**src/rtl/lsu_div_scoreboard_pkg.sv**
```systemverilog
// Shared types and constants for the long-latency GPR write scoreboard.
package lsu_div_scoreboard_pkg;

    localparam int NREG_GPR   = 32;
    localparam int SB_MAX_OUT = 4;
    localparam int SB_CNT_W   = 3;

    typedef logic [4:0] gpr_idx_t;

    // Everything the ID stage knows about the instruction it is holding,
    // bundled so hazard checks take a single argument.
    typedef struct packed {
        gpr_idx_t rs;
        gpr_idx_t rt;
        logic     rs_used;
        logic     rt_used;
        gpr_idx_t dst;
        logic     long_wr;
    } id_hazard_req_t;

    // Register 0 is hard-wired zero and never takes part in hazards.
    function automatic logic gpr_nz(input gpr_idx_t r);
        return r != '0;
    endfunction

endpackage

```
**src/rtl/lsu_div_scoreboard_sb_lookup.sv**
```systemverilog
// Combinational pending lookup with writeback bypass for the rs, rt and dst
// read ports of the ID-stage instruction.
module lsu_div_scoreboard_sb_lookup
    import lsu_div_scoreboard_pkg::*;
#(
    parameter int NREG = NREG_GPR
) (
    input  logic [NREG-1:0] i_pending,
    input  logic            i_wb_valid,
    input  gpr_idx_t        i_wb_dst,
    input  id_hazard_req_t  i_req,
    output logic            o_raw_a,
    output logic            o_raw_b,
    output logic            o_waw
);

    logic [NREG-1:0] w_eff_pending;

    // A register written back this cycle reaches ID through the regfile
    // write-through, so it no longer counts as pending.
    always_comb begin
        w_eff_pending = i_pending;
        if (i_wb_valid) begin
            w_eff_pending[i_wb_dst] = 1'b0;
        end
    end

    assign o_raw_a = i_req.rs_used & gpr_nz(i_req.rs)  & w_eff_pending[i_req.rs];
    assign o_raw_b = i_req.rt_used & gpr_nz(i_req.rt)  & w_eff_pending[i_req.rt];
    assign o_waw   = i_req.long_wr & gpr_nz(i_req.dst) & w_eff_pending[i_req.dst];

endmodule

```
**src/rtl/lsu_div_scoreboard.sv**
```systemverilog
// Scoreboard of in-flight long-latency GPR writes (loads, MUL/DIV): marks the
// destination at issue, clears it at writeback and stalls ID on hazards.
module lsu_div_scoreboard
    import lsu_div_scoreboard_pkg::*;
#(
    parameter int NREG    = NREG_GPR,
    parameter int MAX_OUT = SB_MAX_OUT,
    parameter int CNT_W   = SB_CNT_W
) (
    input  logic     clk,
    input  logic     resetn,
    input  logic     id_valid,
    input  gpr_idx_t id_rs,
    input  gpr_idx_t id_rt,
    input  logic     id_rs_used,
    input  logic     id_rt_used,
    input  gpr_idx_t id_dst,
    input  logic     id_long_wr,
    input  logic     id_fire,
    input  logic     wb_valid,
    input  gpr_idx_t wb_dst,
    input  logic     flush,
    output logic     id_stall,
    output logic     sb_full,
    output logic     sb_busy,
    output logic     sb_err
);

    localparam logic [CNT_W:0] MAX_CNT = (CNT_W+1)'(MAX_OUT);

    logic [NREG-1:0]  r_pending;
    logic [CNT_W-1:0] r_cnt;
    logic             r_err;

    id_hazard_req_t   w_req;
    logic             w_raw_a;
    logic             w_raw_b;
    logic             w_waw;
    logic             w_cap;
    logic             w_full;
    logic             w_wb_hit;
    logic             w_set;
    logic             w_clr;
    logic             w_wb_err;
    logic             w_underflow;
    logic             w_overflow;
    logic [CNT_W:0]   w_cnt_sum;
    logic [NREG-1:0]  w_pending_nxt;

    // Clamp the widened count back into 0..MAX_OUT.
    function automatic logic [CNT_W-1:0] sat_cnt(input logic [CNT_W:0] sum,
                                                 input logic           under);
        if (under) begin
            return '0;
        end
        if (sum > MAX_CNT) begin
            return MAX_CNT[CNT_W-1:0];
        end
        return sum[CNT_W-1:0];
    endfunction

    assign w_req = '{rs: id_rs, rt: id_rt, rs_used: id_rs_used, rt_used: id_rt_used,
                     dst: id_dst, long_wr: id_long_wr};

    lsu_div_scoreboard_sb_lookup #(
        .NREG (NREG)
    ) u_lookup (
        .i_pending  (r_pending),
        .i_wb_valid (wb_valid),
        .i_wb_dst   (wb_dst),
        .i_req      (w_req),
        .o_raw_a    (w_raw_a),
        .o_raw_b    (w_raw_b),
        .o_waw      (w_waw)
    );

    assign w_full   = ({1'b0, r_cnt} == MAX_CNT);
    assign w_wb_hit = wb_valid & r_pending[wb_dst];

    // A slot freed by this cycle's writeback is usable by the issuing op.
    assign w_cap    = id_long_wr & gpr_nz(id_dst) & w_full & ~w_wb_hit;
    assign id_stall = id_valid & ~flush & (w_raw_a | w_raw_b | w_waw | w_cap);

    assign w_set    = id_fire & id_long_wr & gpr_nz(id_dst) & ~flush;
    assign w_clr    = w_wb_hit & ~flush;
    assign w_wb_err = wb_valid & gpr_nz(wb_dst) & ~r_pending[wb_dst] & ~flush;

    assign w_cnt_sum   = {1'b0, r_cnt} + (CNT_W+1)'(w_set) - (CNT_W+1)'(w_clr);
    assign w_underflow = (r_cnt == '0) & w_clr & ~w_set;
    assign w_overflow  = ~w_underflow & (w_cnt_sum > MAX_CNT);

    // Next pending vector; set is applied last so it wins a same-register clear.
    always_comb begin
        w_pending_nxt = r_pending;
        if (w_clr) begin
            w_pending_nxt[wb_dst] = 1'b0;
        end
        if (w_set) begin
            w_pending_nxt[id_dst] = 1'b1;
        end
    end

    // Pending array and counter; flush drops every in-flight write.
    always_ff @(posedge clk or negedge resetn) begin
        if (!resetn) begin
            r_pending <= '0;
            r_cnt     <= '0;
        end else if (flush) begin
            r_pending <= '0;
            r_cnt     <= '0;
        end else begin
            r_pending <= w_pending_nxt;
            r_cnt     <= sat_cnt(w_cnt_sum, w_underflow);
        end
    end

    // Sticky error flag; survives flush, cleared only by reset.
    always_ff @(posedge clk or negedge resetn) begin
        if (!resetn) begin
            r_err <= 1'b0;
        end else if (w_wb_err | w_underflow | w_overflow) begin
            r_err <= 1'b1;
        end
    end

    assign sb_full = w_full;
    assign sb_busy = (r_cnt != '0);
    assign sb_err  = r_err;

endmodule
```
**config.mk**
```make
export PLATFORM = sky130hd
export DESIGN_NAME = lsu_div_scoreboard
export DESIGN_NICKNAME = d
export VERILOG_FILES = /design/src/rtl/lsu_div_scoreboard_pkg.sv /design/src/rtl/lsu_div_scoreboard_sb_lookup.sv /design/src/rtl/lsu_div_scoreboard.sv
export SDC_FILE = /design/constraint.sdc
export NUM_CORES = 1
export LEC_CHECK = 0
export ABC_AREA = 0
export BUFFER_PORTS_ARGS = -buffer_cell sky130_fd_sc_hd__buf_2
export CAP_MARGIN = 25
export CORE_MARGIN = 5
export CORE_UTILIZATION = 35
export CTS_BUF_LIST = sky130_fd_sc_hd__clkbuf_8
export DETAILED_ROUTE_END_ITERATION = 6
export PLACE_DENSITY = 0.5
export SYNTH_ARGS = -nofsm -noshare
export SYNTH_HDL_FRONTEND = slang
export SYNTH_HIERARCHICAL = 1
export SYNTH_SLANG_ARGS = --single-unit
```
**constraint.sdc**
```tcl
create_clock -name clk -period 4.3 [get_ports clk]
set_input_delay 0 -clock clk [delete_from_list [all_inputs] [get_ports clk]]
set_output_delay 0 -clock clk [all_outputs]
set_load 0.01 [all_outputs]
```
# After elaboration in Yosys (flattened, before gate mapping)
# Index checks and enable logic that the tools add are counted.
[word_totals]
regBits = 36
output_inout_bits = 4
wordCells = 81
[op_classes]
muxes = 26
eq_ne = 1
order_cmp = 7
n_reduce_logical = 8
add_sub_neg = 2
n_bitwise = 34
[op_table]
columns = ["operator", "n"]
rows = [
  ["32-bit 2-to-1 mux", 4],
  ["32-bit bitwise AND", 1],
  ["32-bit NOT", 1],
  ["32-bit OR", 1],
  ["5-bit by 6-bit less-than comparator with 1-bit output (second input constant)", 4],
  ["1-bit bitwise AND", 21],
  ["1-bit binary-select mux with 5-bit select", 4],
  ["5-bit nonzero test", 4],
  ["3-bit 2-to-1 mux", 5],
  ["1-bit 2-to-1 mux", 11],
  ["1-bit demux with 5-bit select", 2],
  ["5-bit by 1-bit >= comparator with 1-bit output (second input constant)", 2],
  ["1-bit NOT", 5],
  ["1-bit OR", 5],
  ["3-bit by 1-bit adder with 4-bit output", 1],
  ["4-bit by 3-bit > comparator with 1-bit output (second input constant)", 1],
  ["4-bit by 1-bit subtractor with 4-bit output", 1],
  ["3-bit equality test (second input constant)", 1],
  ["3-bit logical NOT", 1],
  ["3-bit nonzero test", 1],
  ["1-bit logical AND", 2],
]

# Logic depth before layout (Yosys ltp)
[logic_depth]
depth_word = 14
ltp_mapped = 15
depth_no_buf = 13

# Modules after synthesis
# Netlist, hierarchy kept.
[modules_own_cells]
columns = ["mod", "cells_each", "n_inst", "area_each_um2", "seq_area_each_um2"]
rows = [
  ["lsu_div_scoreboard", 234, 1, 2284.7, 900.9],
  ["lsu_div_scoreboard_sb_lookup", 150, 1, 1143.6, 0.0],
]

# Worst setup path after synthesis
# OpenSTA, ideal clock, no wires.
[synth_path]
path_type = "reg2reg"
from = "register r_pending[20]"
to = "register r_err, in the netlist sb_err"
setup_ns = 0.127
arrival_time_ns = 2.721
path_stages_with_launch = 14
slack_ns = 1.452
period_less_slack_ns = 2.848
path_cell_list = "dfrtp_1 mux4_2 nand2_1 o2111ai_2 buf_6 nor2b_1 ha_1 inv_1 ha_1 fa_1 xor2_1 o21ai_0 nor3b_1 o21ai_1"
[synth_between]
elab_chain_cells = 9
elab_cells_between_ends = 15
cone_classes = "add/sub (1); order compare (1); mux (2); bitwise (11)"
[synth_rtl]
columns = ["element", "line_no", "rtl"]
rows = [
  ["start: declaration", "lsu_div_scoreboard.sv:31", "logic [NREG-1:0] r_pending;"],
  ["start signal: assignment", "lsu_div_scoreboard.sv:112", "r_pending <= w_pending_nxt;"],
  ["1-bit binary-select mux with 5-bit select *", "lsu_div_scoreboard.sv:78, lsu_div_scoreboard.sv:86", ""],
  ["1-bit 2-to-1 mux (implied by the code) *", "lsu_div_scoreboard.sv:78, lsu_div_scoreboard.sv:86", ""],
  ["parallel branches: the longest is 6 deep, another holds 4-bit by 1-bit subtractor with 4-bit output", "n/a", ""],
  ["1-bit OR *", "lsu_div_scoreboard.sv:121", "end else if (w_wb_err | w_underflow | w_overflow) begin"],
  ["end signal: assignment", "lsu_div_scoreboard.sv:120", "r_err <= 1'b0;"],
  ["end signal: assignment", "lsu_div_scoreboard.sv:122", "r_err <= 1'b1;"],
  ["end: declaration", "lsu_div_scoreboard.sv:33", "logic r_err;"],
]
# Mark *: on every way between the ends. The select of a mux whose other input is x is not followed.
# A chain may end at the register's enable or synchronous reset.

# Worst setup path after layout
# Ends and elaborated chain as after synthesis.

==> results_dict.tcl <==
set metrics [dict create \
    use_met2_pct 32.32 \
    fin_setup_tns_ns 0 \
    met3_usage_pct 2.309 \
    ir_drop_mv 0.1378 \
    n_fill_cell 1003 \
    cts.sinks 36 \
    area_growth_pct 8.613 \
    grt_pass1_vias 3253 \
    avgSynthCellArea_um2 8.928 \
    setup.worst_path.end_class "flop" \
    die_x_um 109.0 \
    cp-start-kind "flop" \
    ys_ff_latch 36 \
    fmax_mhz 334.7 \
    totalWireLength_um 11960 \
    antenna_cells 0 \
    finalHoldViolations 0 \
    cts_tree "yes" \
    slew_violations 0 \
    clk_pin_slew_ns 0.08 \
    dp.cells 522 \
    worst_slew_pin_slew_ns 0.8381 \
    worst-path-max-fanout 6 \
    crit_required_ns 4.47 \
    power.leakage_nw 1.397 \
    syn_nets 418 \
    synth_edf_count 0 \
    worstHoldPathType "input port to flop" \
    vias 3437 \
    drv_cap 0 \
    drive_gt1_share_pct 16.58 \
    numPortBuffers 32 \
    routedWlPerCell_um 22.52 \
    synth_ff_type "dfrtp_1" \
    drtAntennaViolNets 0 \
    cp.arrival_ns 3.16 \
    busiest_layer "met2" \
    post-route-drc-count 0 \
    dpl.hpwl_um 8922 \
    grt_max_degree 37 \
    power_mw 0.8602 \
    ios 33 \
    crit_type "flop to flop" \
    max-slew-margin-rel_pct 44.12 \
    final_cells 531 \
    synth-seq-area-share_pct 26.28 \
    clk_latency_ns 0.29 \
    rsz0062_at_grt "false" \
    finalSetupViolCount 0 \
    async_flop_share_pct 100.0 \
    drt-pass1-iter-count 5 \
    cts_buffer_depth 2 \
    grt.met1_usage_pct 28.17 \
    start_util_pct 35.40 \
    period_share_pct 69.48 \
    skew_ns 0.009737 \
    fp-row-count 36 \
    syn_inst 384 \
    grt-ovfl-total 0 \
    period_needed_ns 2.988 \
    htreeDepth 2 \
    drtIter0Drc 300 \
    core-area_um2 9684 \
    clock-root-buffer "clkbuf_8" \
    ys_warn_count 6 \
    gp_congestion 0.8885 \
    antenna_found_initial 0 \
    pre_cts_slack_ns 1.259 \
    die_h_um 109.0 \
    nets 431 \
    final_common_cell "dfrtp_1" \
    synth_cell_type_count 61 \
    viasPerCell 6.473 \
    layout_common_cells "dfrtp_1 (36), o21ai_0 (33), buf_2 (32), nand3_1 (30)" \
    cts_buffers 5 \
    post-cts-setup-buffers 0 \
    syn_area_um2 3428 \
    outcome "finished, final reports clean" \
    p_per_area_nw_per_um2 231.0 \
    cts_resized 0 \
    grt_pass1_wl_um 18600 \
    die_area_um2 11870 \
    cts_hold_buf 1 \
    timing.final.ws_setup_ns 1.312 \
    grt_usage_pct 20.52 \
]
synth_stat cells, drive strengths merged (2+ instances only):
cell type	count	area share, %
clkbuf	17	1.9
o2111ai	2	0.69
a311oi	3	0.77
mux2i	20	5.8
nor2	24	2.6
buf	11	2.2
o22ai	13	2.4
nand2	24	2.6
o2bb2ai	6	1.5
and2	5	0.91
nor3	7	1.0
nand2b	6	1.1
and3	4	0.73
ha	4	1.5
a22oi	5	1.1
nand3b	8	1.8
and4	2	0.51
o31ai	2	0.44
and3b	2	0.51
a32o	20	5.8
nor2b	5	0.91
mux4	17	11
a41oi	2	0.51
o311ai	2	0.51
o211a	3	0.88
a31o	2	0.51
o21a	5	1.1
o211ai	5	1.1
o21ai	35	5.2
or2	3	0.55
or3b	7	1.8
a21oi	8	1.2
nand3	30	4.4
nor3b	5	1.1
dfrtp	36	26
o221ai	4	1.0
inv	13	1.4
or3	4	0.77
power by group:
part / leakage [nW] / internal [mW] / switching (mW)
logic: 0.848 / 0.0930 / 0.163
clock network: 0.0538 / 0.126 / 0.120
registers: 0.495 / 0.349 / 0.00954
total: 1.40 / 0.568 / 0.292
final timing paths:
kind | from | slack (ns) | depth (start not counted) | to
setup reg to reg | r_pending[20] | 1.31 | 12 | sb_err
hold reg to reg | sb_err | 0.50 | 2 | sb_err
max in group asynchronous | resetn | 3.42 | 2 | r_pending[11]
setup / recovery | r_pending[20] | 1.31 | 12 | sb_err
hold / removal | flush | 0.10 | 2 | r_pending[4]
min in group asynchronous | resetn | 0.35 | 2 | r_cnt[1]
state kept, by name, indices dropped and copies added (netlist names):
register,flops
r_pending,32
r_cnt,3
sb_err,1
through the flow:
step	hold slack, ns	instance area (um^2)	utilization [%]
4_1_cts	0.08916	3724	38.45
5_1_grt	0.1070	3724	38.45
6_report	0.1044	3724	38.45
2_1_floorplan	-0.2956	3428	-
3_5_place_dp	0.1591	3623	37.42
3_3_place_gp	0.1637	3623	37.42
routing by layer:
metal  up-vias  share of wire [%]
li1       1545                  -
met1      1706                 44
met2       160                 46
met3        26                6.1
met4         0                3.8
met5         -                  0
kinds of logic (layout without fill, tap and decap cells):
| kind of cell | count (synthesis) | after routing | share of synthesized area [%] |
|---|---|---|---|
| simple gates | 139 | 139 | 21.94 |
| compound gates | 123 | 123 | 26.42 |
| buf+inv | 41 | 55 | 5.474 |
| mux | 38 | 38 | 17.34 |
| flops | 36 | 36 | 26.28 |
| fa+ha+maj | 5 | 5 | 2.044 |
| xor+xnor | 2 | 2 | 0.5110 |
critical path, stage by stage (launching register included):
cell       delay [ns]
dfrtp_1          0.46
mux4_2           0.49
nand2_1          0.13
o2111ai_2        0.15
nor2b_1          0.21
ha_1             0.28
inv_1            0.04
ha_1             0.20
fa_1             0.40
xor2_1           0.16
o21ai_0          0.07
nor3b_1          0.19
o21ai_1          0.09
final cells by class:
type	instances	area [um^2]	share of cell area [%]
Clock buffer	6	82.58	2.218
Clock inverter	2	7.507	0.2016
Inverter	13	48.80	1.310
Multi-Input combinational cell	307	2340	62.84
Sequential cell	36	900.9	24.19
Tap cell	133	166.4	4.469
Timing Repair Buffer	34	177.7	4.771
No activity file was read; power rests on OpenSTA's default activity.
